### config.mk
export PLATFORM = sky130hd
export DESIGN_NAME = if_fetch_stage_flat
export DESIGN_NICKNAME = d
export VERILOG_FILES = /design/src/rtl/if_pkg.sv /design/src/rtl/if_fetch_stage_if.sv /design/src/rtl/if_inst_queue.sv /design/src/rtl/if_fetch_stage.sv /design/src/flat_wrapper.sv
export SDC_FILE = /design/constraint.sdc
export NUM_CORES = 1
export LEC_CHECK = 0
export CORE_ASPECT_RATIO = 0.6
export CORE_MARGIN = 3
export CORE_UTILIZATION = 61
export CTS_BUF_LIST = sky130_fd_sc_hd__clkbuf_4
export DETAILED_ROUTE_END_ITERATION = 8
export GPL_ROUTABILITY_DRIVEN = 0
export MAX_ROUTING_LAYER = met4
export PLACE_DENSITY = 0.87
export SLEW_MARGIN = 10
export SYNTH_ARGS = -nofsm -noshare
export SYNTH_HDL_FRONTEND = slang
export SYNTH_HIERARCHICAL = 1
export SYNTH_SLANG_ARGS = --single-unit
### constraint.sdc
create_clock -name clk -period 22.3 [get_ports clk]
set_input_delay 4.46 -clock clk [delete_from_list [all_inputs] [get_ports clk]]
set_output_delay 4.46 -clock clk [all_outputs]
set_load 0.005 [all_outputs]
### src/rtl/if_pkg.sv
// if_pkg: shared widths, opcode field bounds, queue entry type and fetch state enum
package if_pkg;
  localparam int PC_W = 16;
  localparam int INST_W = 32;
  localparam int OPC_MSB = 31;
  localparam int OPC_LSB = 26;
  typedef enum logic {IF_RUN, IF_HALTED} if_state_e;
  typedef struct packed {
    logic [PC_W-1:0] pc;
    logic [INST_W-1:0] inst;
  } iq_entry_t;
endpackage

### src/rtl/if_fetch_stage_if.sv
// if_fetch_stage_if: instruction-memory, decode and control signals of the fetch stage
interface if_fetch_stage_if
  import if_pkg::*;
#(
  parameter int PC_W = if_pkg::PC_W,
  parameter int INST_W = if_pkg::INST_W
);
  logic imem_rd_en;
  logic [PC_W-1:0] imem_addr;
  logic [INST_W-1:0] imem_rdata;
  logic id_ready;
  logic id_valid;
  logic [INST_W-1:0] id_inst;
  logic [PC_W-1:0] id_pc;
  logic [5:0] id_opcode;
  logic redirect;
  logic [PC_W-1:0] redirect_pc;
  logic halt;
  logic fetch_idle;
  modport master (
    output imem_rd_en, imem_addr, id_valid, id_inst, id_pc, id_opcode, fetch_idle,
    input imem_rdata, id_ready, redirect, redirect_pc, halt
  );
  modport slave (
    input imem_rd_en, imem_addr, id_valid, id_inst, id_pc, id_opcode, fetch_idle,
    output imem_rdata, id_ready, redirect, redirect_pc, halt
  );
endinterface

### src/rtl/if_inst_queue.sv
// if_inst_queue: small synchronous FIFO of fetched {pc, inst} entries with flush
module if_inst_queue
  import if_pkg::*;
#(
  parameter int DEPTH = 4,
  parameter type T = iq_entry_t,
  localparam int AW = $clog2(DEPTH)
) (
  input  logic clk,
  input  logic rst,
  input  logic push_i,
  input  logic pop_i,
  input  logic flush_i,
  input  T wdata_i,
  output T rdata_o,
  output logic empty_o,
  output logic [AW:0] count_o
);
  logic [AW:0] wp_q, rp_q;
  T mem_q [DEPTH];
  logic full, do_push, do_pop;
  assign empty_o = wp_q == rp_q;
  assign full = (wp_q[AW] != rp_q[AW]) && (wp_q[AW-1:0] == rp_q[AW-1:0]);
  assign count_o = wp_q - rp_q;
  assign do_pop = pop_i && !empty_o;
  assign do_push = push_i && !flush_i && (!full || do_pop);
  assign rdata_o = mem_q[rp_q[AW-1:0]];
  // pointers: flush empties the queue, otherwise advance on push/pop
  always_ff @(posedge clk or posedge rst)
    if (rst) begin
      wp_q <= '0;
      rp_q <= '0;
    end else if (flush_i) begin
      wp_q <= '0;
      rp_q <= '0;
    end else begin
      wp_q <= wp_q + (AW+1)'(do_push);
      rp_q <= rp_q + (AW+1)'(do_pop);
    end
  // storage needs no reset; entries are only read while counted valid
  always_ff @(posedge clk)
    if (do_push) mem_q[wp_q[AW-1:0]] <= wdata_i;
endmodule

### src/rtl/if_fetch_stage.sv
// if_fetch_stage: PC, fetch FSM and credit-based issue into a 1-cycle imem; optional IF_PERF_CNT_EN perf counters
module if_fetch_stage
  import if_pkg::*;
#(
  parameter int PC_W = if_pkg::PC_W,
  parameter int INST_W = if_pkg::INST_W,
  parameter int IQ_DEPTH = 4,
  parameter logic [PC_W-1:0] RESET_PC = '0
) (
  input logic clk,
  input logic rst,
  if_fetch_stage_if.master bus
`ifdef IF_PERF_CNT_EN
  ,
  output logic [31:0] perf_fetch_cnt,
  output logic [31:0] perf_starve_cnt
`endif
);
  localparam int CW = $clog2(IQ_DEPTH) + 1;
  typedef struct packed {
    logic [PC_W-1:0] pc;
    logic [INST_W-1:0] inst;
  } entry_t;
  if_state_e state_q, state_d;
  logic [PC_W-1:0] pc_q, pc_d, inflight_pc_q;
  logic inflight_q, issue, push, pop, empty;
  logic [CW-1:0] count;
  logic [CW:0] credit;
  entry_t head;
  // a word returning during a redirect belongs to the old path and is dropped
  assign push = inflight_q && !bus.redirect;
  assign pop = !empty && bus.id_ready;
  if_inst_queue #(.DEPTH(IQ_DEPTH), .T(entry_t)) u_iq (
    .clk(clk),
    .rst(rst),
    .push_i(push),
    .pop_i(pop),
    .flush_i(bus.redirect),
    .wdata_i('{pc: inflight_pc_q, inst: bus.imem_rdata}),
    .rdata_o(head),
    .empty_o(empty),
    .count_o(count)
  );
  // issue only while the queue can absorb the word after this cycle's pop and in-flight return
  always_comb begin
    credit = {1'b0, count} - (CW+1)'(pop) + (CW+1)'(inflight_q);
    issue = !rst && state_q == IF_RUN && !bus.redirect && !bus.halt && credit < (CW+1)'(IQ_DEPTH);
    state_d = bus.redirect ? IF_RUN : bus.halt ? IF_HALTED : state_q;
    pc_d = bus.redirect ? bus.redirect_pc : issue ? pc_q + 1'b1 : pc_q;
  end
  // fetch state, PC and the single outstanding request with its PC tag
  always_ff @(posedge clk or posedge rst)
    if (rst) begin
      state_q <= IF_RUN;
      pc_q <= RESET_PC;
      inflight_q <= 1'b0;
      inflight_pc_q <= '0;
    end else begin
      state_q <= state_d;
      pc_q <= pc_d;
      inflight_q <= issue;
      if (issue) inflight_pc_q <= pc_q;
    end
  assign bus.imem_rd_en = issue;
  assign bus.imem_addr = pc_q;
  assign bus.id_valid = !empty;
  assign bus.id_inst = empty ? '0 : head.inst;
  assign bus.id_pc = empty ? '0 : head.pc;
  assign bus.id_opcode = bus.id_inst[OPC_MSB:OPC_LSB];
  assign bus.fetch_idle = state_q == IF_HALTED && empty && !inflight_q;
`ifdef IF_PERF_CNT_EN
  logic [31:0] fetch_cnt_q, starve_cnt_q;
  // saturating counts of instructions handed to decode and RUN cycles decode waited on fetch
  always_ff @(posedge clk or posedge rst)
    if (rst) begin
      fetch_cnt_q <= '0;
      starve_cnt_q <= '0;
    end else begin
      if (pop && ~&fetch_cnt_q) fetch_cnt_q <= fetch_cnt_q + 32'd1;
      if (state_q == IF_RUN && empty && bus.id_ready && ~&starve_cnt_q) starve_cnt_q <= starve_cnt_q + 32'd1;
    end
  assign perf_fetch_cnt = fetch_cnt_q;
  assign perf_starve_cnt = starve_cnt_q;
`endif
endmodule
### src/flat_wrapper.sv
// flat-port wrapper written by rule: the top's interface ports become plain ports
module if_fetch_stage_flat import if_pkg::*;
#(
  parameter int PC_W = if_pkg::PC_W,
  parameter int INST_W = if_pkg::INST_W,
  parameter int IQ_DEPTH = 4,
  parameter logic [PC_W-1:0] RESET_PC = '0
)
  (clk, rst, bus_imem_rd_en, bus_imem_addr, bus_id_valid, bus_id_inst, bus_id_pc, bus_id_opcode, bus_fetch_idle, bus_imem_rdata, bus_id_ready, bus_redirect, bus_redirect_pc, bus_halt);
  if_fetch_stage_if #(.PC_W(PC_W), .INST_W(INST_W)) bus_i ();
  input logic clk;
  input logic rst;
  output wire logic [$bits(bus_i.imem_rd_en)-1:0] bus_imem_rd_en;
  output wire logic [$bits(bus_i.imem_addr)-1:0] bus_imem_addr;
  output wire logic [$bits(bus_i.id_valid)-1:0] bus_id_valid;
  output wire logic [$bits(bus_i.id_inst)-1:0] bus_id_inst;
  output wire logic [$bits(bus_i.id_pc)-1:0] bus_id_pc;
  output wire logic [$bits(bus_i.id_opcode)-1:0] bus_id_opcode;
  output wire logic [$bits(bus_i.fetch_idle)-1:0] bus_fetch_idle;
  input wire logic [$bits(bus_i.imem_rdata)-1:0] bus_imem_rdata;
  input wire logic [$bits(bus_i.id_ready)-1:0] bus_id_ready;
  input wire logic [$bits(bus_i.redirect)-1:0] bus_redirect;
  input wire logic [$bits(bus_i.redirect_pc)-1:0] bus_redirect_pc;
  input wire logic [$bits(bus_i.halt)-1:0] bus_halt;
  assign bus_imem_rd_en = bus_i.imem_rd_en;
  assign bus_imem_addr = bus_i.imem_addr;
  assign bus_id_valid = bus_i.id_valid;
  assign bus_id_inst = bus_i.id_inst;
  assign bus_id_pc = bus_i.id_pc;
  assign bus_id_opcode = bus_i.id_opcode;
  assign bus_fetch_idle = bus_i.fetch_idle;
  assign bus_i.imem_rdata = bus_imem_rdata;
  assign bus_i.id_ready = bus_id_ready;
  assign bus_i.redirect = bus_redirect;
  assign bus_i.redirect_pc = bus_redirect_pc;
  assign bus_i.halt = bus_halt;
  if_fetch_stage #(.PC_W(PC_W), .INST_W(INST_W), .IQ_DEPTH(IQ_DEPTH), .RESET_PC(RESET_PC)) u_core (.clk(clk), .rst(rst), .bus(bus_i));
endmodule
# Word-level counts from Yosys, hierarchy flattened
# Memories as Yosys holds them, arrays and structs flattened.
# Cells that the tools add are included.
# op_classes
magnitude_cmp,1
n_reduce_logical,21
n_mux,10
n_addsub,6
n_bitwise,1
eq_ne,3
# ops
op,count
$mux W16,3
$mux W32,1
$add A16 B1 Y16 const B,1
$logic_and A1 B1 Y1,12
$add A3 B1 Y3,2
$logic_not A1 Y1,6
$mux W3,2
$add A4 B1 Y4,1
$lt A4 B3 Y1 const B,1
$mux W1,4
$reduce_bool A2 Y1,2
$sub A3 B1 Y4,1
$eq A3 B3 Y1,1
$sub A3 B3 Y3,1
$eq A2 B2 Y1,1
$logic_or A1 B1 Y1,1
$ne A1 B1 Y1,1
$not A1 Y1,1
# word_totals
reg_bits,40
output_inout_bits,73
mem_count,1
input_bits,53
ram_bits,192
wordCells,49
# mem_list
name,words,word_bits,rd,rd_ports_with_merged_regs,wr,line_no,rtl
u_core.u_iq.mem_q,4,48,1,0,1,if_inst_queue.sv:20,T mem_q [DEPTH];

# Depth between registers and ports, before layout
# logic_depth
depth_word,9
depth_mapped,18

# Hierarchy
# The synthesis kept the hierarchy.
# modules_own_cells
mod,area_each_um2,instances,cells_each
if_inst_queue,7322.0,1,289
if_fetch_stage,2113.3,1,219

# Worst setup path after synthesis
# OpenSTA, ideal clock, no wires.
# synth_timing
path_kind,input port to flip-flop
startpoint,input bus_id_ready
endpoint,"memory u_core/u_iq/mem_q[0][0] (netlist bit), enable pin"
setup_time_ns,0.711
setup_slack_ns,9.158
n_path_buf,0
arrival_time_ns,12.431
path_stages,3
path_cell_list,nor2b_1 and3b_1 a2111oi_0
# synth_via
elab_chain_cells,6
# synth_lines
element,line_no,rtl
from (decl),flat_wrapper.sv:21,input wire logic [$bits(bus_i.id_ready)-1:0] bus_id_ready;
$logic_and A1 B1 Y1,if_fetch_stage.sv:32,assign pop = !empty && bus.id_ready;
$logic_and A1 B1 Y1,if_inst_queue.sv:25,assign do_pop = pop_i && !empty_o;
$logic_or A1 B1 Y1,if_inst_queue.sv:26,assign do_push = push_i && !flush_i && (!full || do_pop);
$logic_and A1 B1 Y1,if_inst_queue.sv:26,
$mux W1,if_inst_queue.sv:42,if (do_push) mem_q[wp_q[AW-1:0]] <= wdata_i;
$mux W1 (not written as such),if_inst_queue.sv:42,
to (decl),if_inst_queue.sv:20,
# No other way between the ends.

# Final worst setup path
# layout_timing
startpoint,input bus_id_ready
endpoint,output bus_imem_rd_en
# layout_via
elab_chain_cells,5
# layout_lines
element,line_no,rtl
$logic_and A1 B1 Y1,if_fetch_stage.sv:32,
via u_core.pop,if_fetch_stage.sv:26,"logic inflight_q, issue, push, pop, empty;"
$sub A3 B1 Y4,if_fetch_stage.sv:46,"credit = {1'b0, count} - (CW+1)'(pop) + (CW+1)'(inflight_q);"
$add A4 B1 Y4,if_fetch_stage.sv:46,
$lt A4 B3 Y1,if_fetch_stage.sv:47,issue = !rst && state_q == IF_RUN && !bus.redirect && !bus.halt && credit < (CW+1)'(IQ_DEPTH);
$logic_and A1 B1 Y1,if_fetch_stage.sv:47,
to (decl),flat_wrapper.sv:13,output wire logic [$bits(bus_i.imem_rd_en)-1:0] bus_imem_rd_en;
# The timed path passes the listed nets, and every way through them passes these cells.

==> metrics <==
Critical Path AT 8.04 ns; cell with the largest stage delay on the worst path sky130_fd_sc_hd__nand2b_1; Yosys warnings 6; combinational power share 5.0%; switching pwr 183 uW; CTS sink cnt 232; routed via count divided by cell count 5.74; maximum clock frequency 0.0800 GHz; count of maximum capacitance violations 0; area occupied by registers 6770 um^2; clock insertion delay at the later pin of the skew report 0.62 ns; switching part of the total 21.2%; # resized after CTS 0; full die area 17,000 um^2; DIE WIDTH 167 um; combined buffer and inverter count along the critical path 4; Avg WL per Cell 20.4 um; Total Negative Setup Slacks 0 ns; number of antenna violations at the first check in global routing 0; Num CTS Buffers 51; class of the worst hold path register to register; Post-Syn Area 9440 um^2; worst setup skew after layout 0.0298 ns; crit-path max cell delay 0.63 ns; GRT Resource Usage Total 23.3%; worst slack, placed 9.82 ns; Yosys cell types 42; RSZ-0062 raised after global routing no; endpoint class of the critical path primary output; async set-reset flop share out of synthesis 17.2%; Min Clock Period, post-route 12.50 ns; dpl hpwl 11,600 um; sequence of cells on the critical path clkdlybuf4s50_1, nor2b_1, ha_1, inv_1, ha_1, and3b_1, nor4_4, o21ai_1, nand2b_1, inv_1, clkdlybuf4s50_1; most used cells in the layout excluding fill and tap cells sky130_fd_sc_hd__edfxtp_1 (192), sky130_fd_sc_hd__clkdlybuf4s50_1 (125), sky130_fd_sc_hd__clkbuf_4 (81), sky130_fd_sc_hd__nor2b_1 (55), sky130_fd_sc_hd__mux4_2 (48); global route total overflow 0; filler cell count in the final layout 838; Final WS setup 9.80 ns; Mapped Nets 572; leading register cell type out of synthesis sky130_fd_sc_hd__edfxtp_1; number of inserted diodes 0; buffers added on ports 125; final-stage net count 733; Final Max Slew Viols 0; critical path data required time 17.84 ns; kind of launch point of the worst setup path primary input; sequential cell fraction of total power 58.6%; core outline area 14,800 um^2; worst voltage drop across the vdd grid 54.7 uV; FF+latch count, synth 232; Max-Slew Margin vs Limit 32.6%; synthesized netlist cell count 508; maximum level of the CTS H-tree 2; largest net degree at the start of global routing 51; residual DRC count 0; area of combinational cells with multiple inputs 2470 um^2; Finish-stage setup viols 0; die height 102 um; critical path type primary input to primary output; cell type group with the largest total delay on the critical path simple AND/OR/NAND/NOR gates; clock network power share 36.4%; number of global-route vias before repair 5,426; portion of the post-synthesis area used by sequential elements 71.7%; post-detailed-placement cell area 10,900 um^2; maximum count of clock buffers along a single path 3; clock-pin slew on the worst setup and hold paths 0.07 ns; Overall Power 863 uW; ports placed on the boundary 126; area growth from synthesis to layout 22.1%; mean post-synth cell area 18.6 um^2; result of the run completed; number of routed nets with antenna violations 0; Root Driver sky130_fd_sc_hd__clkbuf_4; violation count after the first detailed-route iteration 411; Placed Instances 814; standard-cell row count 34; leakage power summed over all cells 0.00390 uW; cell internal pwr 679 uW; wire length of the first global-routing pass 29,500 um; WL final 18,400 um; most common cell after layout, fill and taps aside sky130_fd_sc_hd__edfxtp_1; TritonCTS clock tree yes; actual transition at the worst max-transition pin 1.01 ns; detailed-routing iteration count for the pre-antenna-repair pass 4; starting density of the core 63.7%; top fanout value on the critical path 17; Final Instance Area 11,500 um^2; number of hold-slack violations in the final timing report 0; Cell Pwr Density 74.8 nW/um^2; number of standard cells in the layout, taps in and fillers out 903; detailed-route via count 5,187; final worst-path cycle share 56.0%; Hold-fix buffers, CTS 0; number of enable-type register cells in the synthesized netlist 192; share of final-layout standard cells stronger than drive strength 1 24.4%; post-CTS setup buffer count 0
==> registers in the layout (all words and copies together) (netlist names) <==
name / count
u_core/inflight_pc_q: 16
u_core/u_iq/wp_q: 3
u_core/inflight_q: 1
u_core/state_q: 1
u_core/u_iq/mem_q: 192
u_core/bus.imem_addr: 16
u_core/u_iq/rp_q: 3
==> stage by stage <==
stage                     util, %  hold slack (ns)
after floorplan                 -            0.471
after global placement       73.5            0.488
after detailed placement     73.5            0.512
after CTS                    77.8            0.495
after global routing         77.8            0.527
final                        77.8            0.500
==> cells by family (layout without fill, tap and decap cells) <==
group / after synthesis / after routing / share of synthesized area, %
AND/OR/NAND/NOR: 103 / 103 / 6.39
flip-flops: 232 / 232 / 71.7
adder cells (fa/ha/maj): 11 / 11 / 1.54
AO/OA/AOI/OAI: 34 / 34 / 2.60
XOR/XNOR: 16 / 16 / 1.49
buffers and inverters: 44 / 241 / 2.44
multiplexers: 68 / 68 / 13.8
==> area by class of cell <==
cell class	count	area share (%)
Clock buffer	81	5.28
Clock inverter	8	0.271
Inverter	16	0.521
Timing Repair Buffer	136	11.6
Sequential cell	232	58.8
Multi-Input combinational cell	232	21.4
Tap cell	198	2.15
==> final timing paths <==
path / start / endpoint / slack, ns / depth (start not counted)
worst max-delay path: bus_id_ready / bus_imem_rd_en / 9.80 / 11
worst min-delay path: u_core/inflight_pc_q[13]$_DFFE_PP0P_ / u_core/u_iq/mem_q[1][45]$_DFFE_PP_ / 0.50 / 0
worst max register to register: u_core/u_iq/rp_q[0]$_DFF_PP0_ / u_core/inflight_pc_q[13]$_DFFE_PP0P_ / 17.59 / 12
worst min register to register: u_core/inflight_pc_q[13]$_DFFE_PP0P_ / u_core/u_iq/mem_q[1][45]$_DFFE_PP_ / 0.50 / 0
max in group asynchronous: rst / u_core/inflight_pc_q[7]$_DFFE_PP0P_ / 17.28 / 3
min in group asynchronous: rst / u_core/u_iq/rp_q[0]$_DFF_PP0_ / 4.16 / 2
==> power by group through the flow <==
stage                     Clock [uW]  Combinational, uW  Sequential (uW)
final                            314               42.7              506
after global routing             345               46.6              508
after CTS                        323               43.0              506
after detailed placement           0               42.5              515
after global placement             0               40.9              513
after floorplan                    0               18.5              509
==> synth_stat cells (all sizes together), types with 2 or more instances <==
cell / instances / share of area (%)
o211ai: 2 / 0.31
edfxtp: 192 / 61
or4: 3 / 0.24
and3b: 2 / 0.19
xnor2: 8 / 0.74
ha: 10 / 1.3
nor2: 12 / 0.48
and2: 2 / 0.15
buf: 19 / 1.4
mux4: 48 / 11
nor2b: 55 / 3.6
nand3: 3 / 0.16
o21ai: 12 / 0.64
a2111oi: 4 / 0.37
nand2b: 2 / 0.13
a31oi: 3 / 0.20
xor2: 8 / 0.74
dfrtp: 40 / 11
mux2: 19 / 2.3
nor3: 2 / 0.16
and3: 4 / 0.27
o31ai: 2 / 0.16
clkbuf: 9 / 0.36
inv: 16 / 0.64
a21oi: 2 / 0.11
nand2: 15 / 0.60
o2111ai: 6 / 0.56
==> routing by layer <==
| layer | vias up | track usage [%] | share of wire, % |
|---|---|---|---|
| met5 | - | - | 0 |
| met4 | 0 | 5.96 | 1.4 |
| met3 | 26 | 5.45 | 7.6 |
| met2 | 211 | 37.2 | 48 |
| met1 | 2623 | 31.3 | 43 |
| li1 | 2327 | - | - |
Power figures use the tool's default switching activity.
